File: src/rtl/seg7_scan_n.sv
// Multiplexed seven-segment driver: periodic sample, shift-and-add-3 BCD conversion
// (or hex pass-through), leading-zero blanking, overflow dashes and per-digit decimal points.
//   state  | meaning
//   IDLE   | waiting for the sample tick
//   CONV   | one double-dabble shift per cycle, IN_W cycles
//   COMMIT | load display register and overflow, one cycle
module seg7_scan_n #(
  parameter int DIGITS       = 4,
  parameter int IN_W         = 16,
  parameter int SAMPLE_TICKS = 100000000,
  parameter int SCAN_TICKS   = 262144
) (
  input  logic              clk,
  input  logic              rst,
  input  logic [IN_W-1:0]   sw,
  input  logic              hex_mode,
  input  logic              blank_lz,
  input  logic [DIGITS-1:0] dp_in,
  output logic [DIGITS-1:0] AN,
  output logic [6:0]        ledSEG,
  output logic              dp,
  output logic              overflow,
  output logic              conv_busy
);

  localparam int BW    = 4 * DIGITS;
  localparam int SMP_W = $clog2(SAMPLE_TICKS);
  localparam int SCN_W = (SCAN_TICKS > 1) ? $clog2(SCAN_TICKS) : 1;
  localparam int POS_W = $clog2(DIGITS);
  localparam int BIT_W = $clog2(IN_W);
  localparam logic [SMP_W-1:0] SMP_LAST = SMP_W'(SAMPLE_TICKS - 1);
  localparam logic [SCN_W-1:0] SCN_LAST = SCN_W'(SCAN_TICKS - 1);
  localparam logic [POS_W-1:0] POS_LAST = POS_W'(DIGITS - 1);
  localparam logic [BIT_W-1:0] BIT_LAST = BIT_W'(IN_W - 1);

  typedef enum logic [1:0] {IDLE, CONV, COMMIT} state_t;

  state_t            state, state_nx;
  logic [SMP_W-1:0]  smp_cnt;
  logic              tick;
  logic [IN_W-1:0]   shreg;
  logic              hex_lat;
  logic [BW-1:0]     bcd, bcd_adj, hex_val, disp;
  logic              ovf_sticky;
  logic [BIT_W-1:0]  bit_cnt;
  logic [SCN_W-1:0]  scn_cnt;
  logic [POS_W-1:0]  pos, dig;
  logic [3:0]        nib;
  logic [DIGITS-1:0] lz, an_nx;
  logic [6:0]        seg_nx;

  function automatic logic [6:0] glyph(input logic [3:0] n);
    case (n)
      4'h0: glyph = 7'b0000001;
      4'h1: glyph = 7'b1001111;
      4'h2: glyph = 7'b0010010;
      4'h3: glyph = 7'b0000110;
      4'h4: glyph = 7'b1001100;
      4'h5: glyph = 7'b0100100;
      4'h6: glyph = 7'b0100000;
      4'h7: glyph = 7'b0001111;
      4'h8: glyph = 7'b0000000;
      4'h9: glyph = 7'b0000100;
      4'hA: glyph = 7'b0001000;
      4'hB: glyph = 7'b1100000;
      4'hC: glyph = 7'b0110001;
      4'hD: glyph = 7'b1000010;
      4'hE: glyph = 7'b0110000;
      default: glyph = 7'b0111000;
    endcase
  endfunction

  assign tick      = (smp_cnt == SMP_LAST);
  assign conv_busy = (state != IDLE);

  always_ff @(posedge clk or posedge rst) begin
    if (rst)       smp_cnt <= '0;
    else if (tick) smp_cnt <= '0;
    else           smp_cnt <= smp_cnt + 1'b1;
  end

  always_ff @(posedge clk or posedge rst) begin
    if (rst) state <= IDLE;
    else     state <= state_nx;
  end

  always_comb begin
    state_nx = state;
    case (state)
      IDLE:    if (tick) state_nx = hex_mode ? COMMIT : CONV;
      CONV:    if (bit_cnt == BIT_LAST) state_nx = COMMIT;
      COMMIT:  state_nx = IDLE;
      default: state_nx = IDLE;
    endcase
  end

  always_comb begin
    bcd_adj = bcd;
    for (int i = 0; i < DIGITS; i++)
      if (bcd[4*i +: 4] >= 4'd5) bcd_adj[4*i +: 4] = bcd[4*i +: 4] + 4'd3;
  end

  generate
    if (IN_W >= BW) begin : g_hex_trunc
      assign hex_val = shreg[BW-1:0];
    end else begin : g_hex_ext
      assign hex_val = {{(BW-IN_W){1'b0}}, shreg};
    end
  endgenerate

  // The shift register doubles as the latched sample, so hex commits read it untouched.
  always_ff @(posedge clk or posedge rst) begin
    if (rst) begin
      shreg      <= '0;
      hex_lat    <= 1'b0;
      bcd        <= '0;
      ovf_sticky <= 1'b0;
      bit_cnt    <= '0;
      disp       <= '0;
      overflow   <= 1'b0;
    end else begin
      case (state)
        IDLE: if (tick) begin
          shreg   <= sw;
          hex_lat <= hex_mode;
          bit_cnt <= '0;
          if (!hex_mode) begin
            bcd        <= '0;
            ovf_sticky <= 1'b0;
          end
        end
        CONV: begin
          {bcd, shreg} <= {bcd_adj[BW-2:0], shreg, 1'b0};
          if (bcd_adj[BW-1]) ovf_sticky <= 1'b1;
          bit_cnt <= bit_cnt + 1'b1;
        end
        COMMIT: begin
          if (hex_lat) begin
            disp     <= hex_val;
            overflow <= 1'b0;
          end else begin
            disp     <= bcd;
            overflow <= ovf_sticky;
          end
        end
        default: ;
      endcase
    end
  end

  always_ff @(posedge clk or posedge rst) begin
    if (rst) begin
      scn_cnt <= '0;
      pos     <= '0;
    end else if (scn_cnt == SCN_LAST) begin
      scn_cnt <= '0;
      pos     <= (pos == POS_LAST) ? '0 : pos + 1'b1;
    end else begin
      scn_cnt <= scn_cnt + 1'b1;
    end
  end

  assign dig = POS_LAST - pos;

  // lz[d] is set when digit d and every digit above it are zero.
  always_comb begin
    lz = '0;
    lz[DIGITS-1] = (disp[BW-1 -: 4] == 4'd0);
    for (int d = DIGITS - 2; d >= 0; d--)
      lz[d] = lz[d+1] && (disp[4*d +: 4] == 4'd0);
    nib   = disp[{dig, 2'b00} +: 4];
    an_nx = ~(DIGITS'(1) << dig);
    if (overflow)                              seg_nx = 7'b1111110;
    else if (blank_lz && dig != '0 && lz[dig]) seg_nx = 7'b1111111;
    else                                       seg_nx = glyph(nib);
  end

  always_ff @(posedge clk or posedge rst) begin
    if (rst) begin
      AN     <= '1;
      ledSEG <= 7'b1111111;
      dp     <= 1'b1;
    end else begin
      AN     <= an_nx;
      ledSEG <= seg_nx;
      dp     <= ~dp_in[dig];
    end
  end

endmodule

File: config.mk
export PLATFORM = sky130hd
export DESIGN_NAME = seg7_scan_n
export DESIGN_NICKNAME = d
export VERILOG_FILES = /design/src/rtl/seg7_scan_n.sv
export SDC_FILE = /design/constraint.sdc
export NUM_CORES = 1
export LEC_CHECK = 0
export BUFFER_PORTS_ARGS = -buffer_cell sky130_fd_sc_hd__buf_2
export CAP_MARGIN = 30
export CORE_ASPECT_RATIO = 0.7
export CORE_MARGIN = 2
export CORE_UTILIZATION = 30
export CTS_CLUSTER_SIZE = 30
export DETAILED_ROUTE_END_ITERATION = 12
export GPL_TIMING_DRIVEN = 0
export SYNTH_ARGS = -nofsm -noshare
export SYNTH_HDL_FRONTEND = slang
export SYNTH_SLANG_ARGS = --single-unit
File: constraint.sdc
create_clock -name clk -period 3.75 [get_ports clk]
set_input_delay 0.375 -clock clk [delete_from_list [all_inputs] [get_ports clk]]
set_output_delay 0.375 -clock clk [all_outputs]
set_load 0.01 [all_outputs]
==> Word level (Yosys, flattened, before mapping) <==
Memory sizes are Yosys's and may differ from the RTL's.
Cells that the tools add are included.
W data, S select, Z words.
{ "word_totals": {"output_inout_bits": 14, "word_cells": 91, "reg_bits": 116, "input_bits": 24, "latchBits": 0, "mem_bits_ro": 112, "ram_bits": 0, "memories": 1} }
{ "classes": {"shift": 2, "bitwise": 2, "div": 0, "add_sub_neg": 9, "n_eq_ne": 10, "n_mux": 30, "order_cmp": 5, "multipliers": 0, "reduce_logical": 18} }
{ "memory_table": {"columns": ["name", "depth", "width", "read_ports", "rd_clocked_by_memory_dff", "write_ports", "line_no", "source"], "rows": [
  ["(name not given)", 16, 7, 1, 0, 0, "53", "case (n)"]
]} }
{ "op_table": {"columns": ["operator", "count"], "rows": [
  ["$mux W16", 4],
  ["$pmux W16 S2", 2],
  ["$add A27 B1 Y27 const B", 1],
  ["$eq A27 B27 Y1 const B", 1],
  ["$mux W27", 1],
  ["$mux W4", 5],
  ["$add A18 B1 Y18 const B", 1],
  ["$eq A18 B18 Y1 const B", 1],
  ["$mux W18", 1],
  ["$add A4 B2 Y4 const B", 4],
  ["$ge A4 B3 Y1 const B", 4],
  ["$logic_not A4 Y1", 4],
  ["$shiftx A16 B5 Y4", 1],
  ["$mux W7", 2],
  ["$mux W2", 4],
  ["$ne A2 B2 Y1 const B", 4],
  ["$pmux W4 S2", 1],
  ["$mux W1", 6],
  ["$reduce_and A2 Y1", 3],
  ["$reduce_bool A2 Y1", 3],
  ["$logic_and A1 B1 Y1", 5],
  ["$add A4 B1 Y4 const B", 1],
  ["$bmux W1 S2", 2],
  ["$eq A2 B2 Y1 const B", 2],
  ["other kinds (13)", 13]
]} }

==> Logic depth before layout (Yosys ltp) <==
{ "depth": {"ltp_word": 9, "mapped_depth": 10, "mapped_depth_nobuf": 8} }

==> Worst setup path after synthesis <==
No wires, ideal clock.
{ "synth_path": {"path_kind": "flip-flop to flip-flop", "startpoint": "reg pos[0]", "endpoint": "reg ledSEG[6]", "period_less_slack_ns": 2.389, "path_slack_ns": 1.361, "arrival_ns": 2.307, "stages_incl_launch_ff": 9, "n_path_buf": 1, "required_time_ns": 3.668, "setup_ns": 0.082, "path_cell_list": "dfrtp_1 clkbuf_1 mux4_2 ha_1 nor3b_1 a21oi_1 o21ai_0 a21oi_1 a211o_1"} }
{ "synth_between": {"elab_chain_len": 6, "elab_cells_between_ends": 10, "cone_classes": "1 x add/sub; 1 x shift; 4 x mux; 3 x reduce/logical; 1 x memory"} }
{ "synth_rtl": {"columns": ["item", "line_no", "source"], "rows": [
  ["start, declared", "47", "logic [POS_W-1:0] pos, dig;"],
  ["start signal, assigned", "157", "pos <= (pos == POS_LAST) ? '0 : pos + 1'b1;"],
  ["$sub A2 B2 Y2 *", "163", "assign dig = POS_LAST - pos;"],
  ["parallel branches: the longest is 3 deep, another holds $mem_v2 Z16 W7", null, null],
  ["$mux W7 *", "174", "else if (blank_lz && dig != '0 && lz[dig]) seg_nx = 7'b1111111;"],
  ["$mux W7 *", "173", "if (overflow) seg_nx = 7'b1111110;"],
  ["net seg_nx[6]", "50", "logic [6:0] seg_nx;"],
  ["end signal, assigned", "185", "ledSEG <= seg_nx;"],
  ["end, declared", "20", "output logic [6:0] ledSEG,"]
]} }
Mark *: on every way through the listed nets, which the timed path passes. The select of a mux whose other input is x is not followed.
A chain may end at the register's enable or synchronous reset.

==> Final worst setup path <==
{ "layout_path": {"startpoint": "reg pos[1]", "endpoint": "reg ledSEG[6]"} }
Same word-level chain as after synthesis.

==> metrics list <==
- Status: finished clean
- Setup repair after global routing left no endpoint under its margin.
- Total wire length after detailed routing: 13300 um
- Worst-path maximum fanout: 10
* Vertical die dimension: between 100 and 150 um
- DRC errors left: 0
- Setup violations remaining at the end of the flow were counted as 0.
- In the final layout, the share of cells above drive strength 1 is 0.207.
- Resize count post-CTS: 0
- Number of library cell types mapped by synthesis: 62
* Post-placement cell count: slightly below 900
- Diodes inserted: 0
- Worst vdd rail ir drop: 0.301 mV
* Predominant post-synthesis flop cell: dfrtp_1
* Placer's final routability congestion estimate: between 0.7 and 0.8
- End-of-flow core utilization: 0.365
* Clock-pin slew reported for the worst setup and hold paths after clock tree synthesis: 0.06 ns
- Mapped Avg Cell Area: between 10 and 15 um2
* Via count of the routed design: 4380
* Die area: approximately 21000 um2
* Filler Cell Count: 1991
- Xor and xnor fraction of the mapped netlist area: 0.0537
- Summed over all layers, the global routing overflow is 0.
* Synth warnings: 0
* Count of standard-cell rows: 43
- Of the total synthesized cell area, the portion taken by full adders, half adders and majority gates is 0.0435.
- Fraction of the mapped netlist area in compound gates: 0.137
- By area the synthesized netlist is led by dfrtp_1, dfstp_2, ha_1.
- Across the run, the number of max-cap violations was 0.
- The H-tree was split into 4 levels.
- After detailed routing, the average wire length per cell comes to 14.5 um.
- Type of element launching the critical path: flop
- The HPWL after detailed placement is around 9500 um.
* Post-CTS Setup Inserts: 0
* Insertion delay of the later-clocked pin in the worst-skew pair: 0.41 ns
* Max Clock Skew: between 0.007 and 0.008 ns
- Final Max Slew Viols: 0
* Iteration-0 DRC count of the detailed router: 353
- Kind of capture point of the worst setup path: flop
* Number of storage elements in the synthesis netlist: roughly 120
- Synth top cells by count: dfrtp_1, nand2_1, o21ai_0
* Achievable clock frequency: 349 MHz
* Count of TritonRoute iterations in the first routing pass: 4
- Setup TNS after final layout: 0 ns
* Final ANT Viol Nets: 0
- Proportion of power drawn by combinational gates: 0.016
- The final hold violation count was 0.
- Most numerous cell in the Yosys netlist: dfrtp_1
- Hold-critical path depth: 2
- When the netlist entered floorplanning its net count stood at about 620.
* Arrival @ worst endpoint: around 3.2 ns
* Main combinational cell family by area after synthesis: simple AND/OR/NAND/NOR gates
- At the end of the flow, the number of nets in the layout was 679.
* Synthesized instance count: 574
- Share of the cycle needed by the critical path after routing: 0.764
- Worst slew margin relative to its limit: 0.521
- Hold Path Class: input port to flop
- The critical path in this run is classified as flop to flop.
- Once layout is complete, the cells apart from fillers number slightly above 900.
* Share of synthesized cell area in and, or, nand and nor gates: 0.174
- Longest Clk Path Bufs: 2
- Subtracting the final worst setup slack from the clock period gives 2.86 ns.
- The area growth from synthesis to layout is 19.4%.
- For this design the total switching power over the nets is 0.000644 W.
- Via count of the first global-routing pass: 4170
* Proportion of netlist area held by the largest area contributor: 0.431
* Pin count of the biggest net entering global routing: 90
- The number of clock buffers added by TritonCTS is 17.
* CTS Root Buffer Type: clkbuf_16
- The synthesized netlist occupies a cell area of 6040 um2.
- Design internal power: 0.00227 W
- Initial Utilization: 0.306
- Logic depth of the worst register-to-register path: 9
- CTS hold repair buffers: 1
- Pin placement for this block handled 38 I/O pins.
- Of the total power, registers draw 0.430.
- Worst slew pin tran: 0.718 ns
- Area of the placeable core: 19700 um2
* Clk sink count: 116
- Async S/R FF share, synth: 1.00
- The die is 174 um wide.
- Lkg Pwr: 3.07 nW
- First-pass GRT wire length: 22600 um
- Of the total power, the share spent switching nets is 0.221.
* Share of power burned in the clock network: 0.555
- Power density normalized to cell area: a little over 400 nW/um2
- TritonCTS built the clock tree.
- The number of antenna violations at the first check in global routing is 0.
* Dominant cell type by area after synthesis: dfrtp_1
* Critical Path RT: approximately 4.1 ns
* Fraction of the yosys area taken by sequential cells: 0.483
* Port Buf Inserts: 37
- Of the post-synthesis cell area, the part taken by muxes is 0.0680.
- Dividing the detail-routed via count by the number of cells gives 4.78.
- GRT Total Usage: 0.135
- Number of synthesized flops with an enable pin: 0
## cell usage in the layout, fill, tap and decap left out, types with 8 or more instances in the layout
| master | instances |
|---|---|
| dfrtp_1 | 104 |
| a221o_1 | 15 |
| nand4_1 | 9 |
| nand2b_1 | 8 |
| nor2_1 | 30 |
| and2_1 | 17 |
| xor2_1 | 18 |
| nand3_1 | 28 |
| clkbuf_1 | 17 |
| dfstp_2 | 12 |
| mux2i_1 | 23 |
| nand2_1 | 58 |
| a22o_2 | 16 |
| xnor2_1 | 19 |
| inv_1 | 21 |
| a21oi_1 | 15 |
| mux2_2 | 8 |
| buf_2 | 41 |
| o21ai_0 | 43 |
| ha_1 | 21 |
| clkbuf_16 | 17 |
## final cells by class
type | count | area [um2] | share of cell area
inverters | 23 | 91.3 | 0.0127
plain buffers | 26 | 156 | 0.0217
clock inverters | 13 | 151 | 0.0210
flip-flops and latches | 116 | 2920 | 0.405
repair buffers | 41 | 233 | 0.0323
well taps | 270 | 338 | 0.0469
clock buffers | 19 | 443 | 0.0615
multi-input cells | 409 | 2880 | 0.399
## power groups by stage
stage	registers [W]	logic (W)	clock network, W
floorplan	0.00128	0.0000202	0
global placement	0.00128	0.0000431	0
detailed placement	0.00128	0.0000474	0
CTS	0.00125	0.0000484	0.00166
global route	0.00125	0.0000530	0.00171
finish	0.00125	0.0000454	0.00162
## logic make-up (layout without fill, tap and decap cells)
family                     count (synthesis)  in the layout
buffers and inverters                     49            122
DFF                                      116            116
muxes                                     35             35
AOI/OAI and AO/OA                        117            117
adders and majority gates                 21             21
xor gates and xnor gates                  37             37
and+or+nand+nor                          199            199
## registers in the layout, indices dropped and copies added, names as in the netlist
register / cells
scn_cnt: 18
hex_lat: 1
dp: 1
hex_val: 16
ledSEG: 7
pos: 2
ovf_sticky: 1
AN: 4
disp: 16
bit_cnt: 4
bcd: 16
state: 2
overflow: 1
smp_cnt: 27
## layer usage
metal / share of wire / GRT usage
met4: 0.0056 / 0.0445
met2: 0.38 / 0.174
met3: 0.047 / 0.0273
met1: 0.57 / 0.216
met5: 0 / 0
## metrics by stage
step | worst slack, ns | total power, W | cell area (um2) | hold slack (ns)
floorplan | 0.322 | 0.00130 | 6040 | 0.440
global placement | -1.22 | 0.00132 | 6560 | 0.465
detailed placement | 0.948 | 0.00132 | 6600 | 0.362
CTS | 0.925 | 0.00296 | 7210 | 0.167
global route | 0.749 | 0.00302 | 7210 | 0.171
finish | 0.886 | 0.00292 | 7210 | 0.179
## worst max-delay path, stage by stage, from the launching register on
cell and delay, ns:
dfrtp_1 0.37, clkbuf_1 0.30, clkbuf_1 0.38, mux4_2 0.47, ha_1 0.32, nor3b_1 0.21
a21oi_1 0.06, o21ai_0 0.21, a21oi_1 0.10, a211o_1 0.34
## worst paths after layout
kind	startpoint	end	slack (ns)
max in group asynchronous	rst	ledSEG[3]$_DFF_PP1_	2.52
worst max register to register	pos[1]$_DFFE_PP0N_	ledSEG[6]$_DFF_PP1_	0.89
worst max-delay path	pos[1]$_DFFE_PP0N_	ledSEG[6]$_DFF_PP1_	0.89
worst min-delay path	sw[0]	hex_val[0]$_DFFE_PP0P_	0.18
min in group asynchronous	rst	hex_val[2]$_DFFE_PP0P_	0.47
worst min register to register	smp_cnt[26]$_DFF_PP0_	smp_cnt[26]$_DFF_PP0_	0.48
Note: power is estimated with default switching activity, not from simulation.
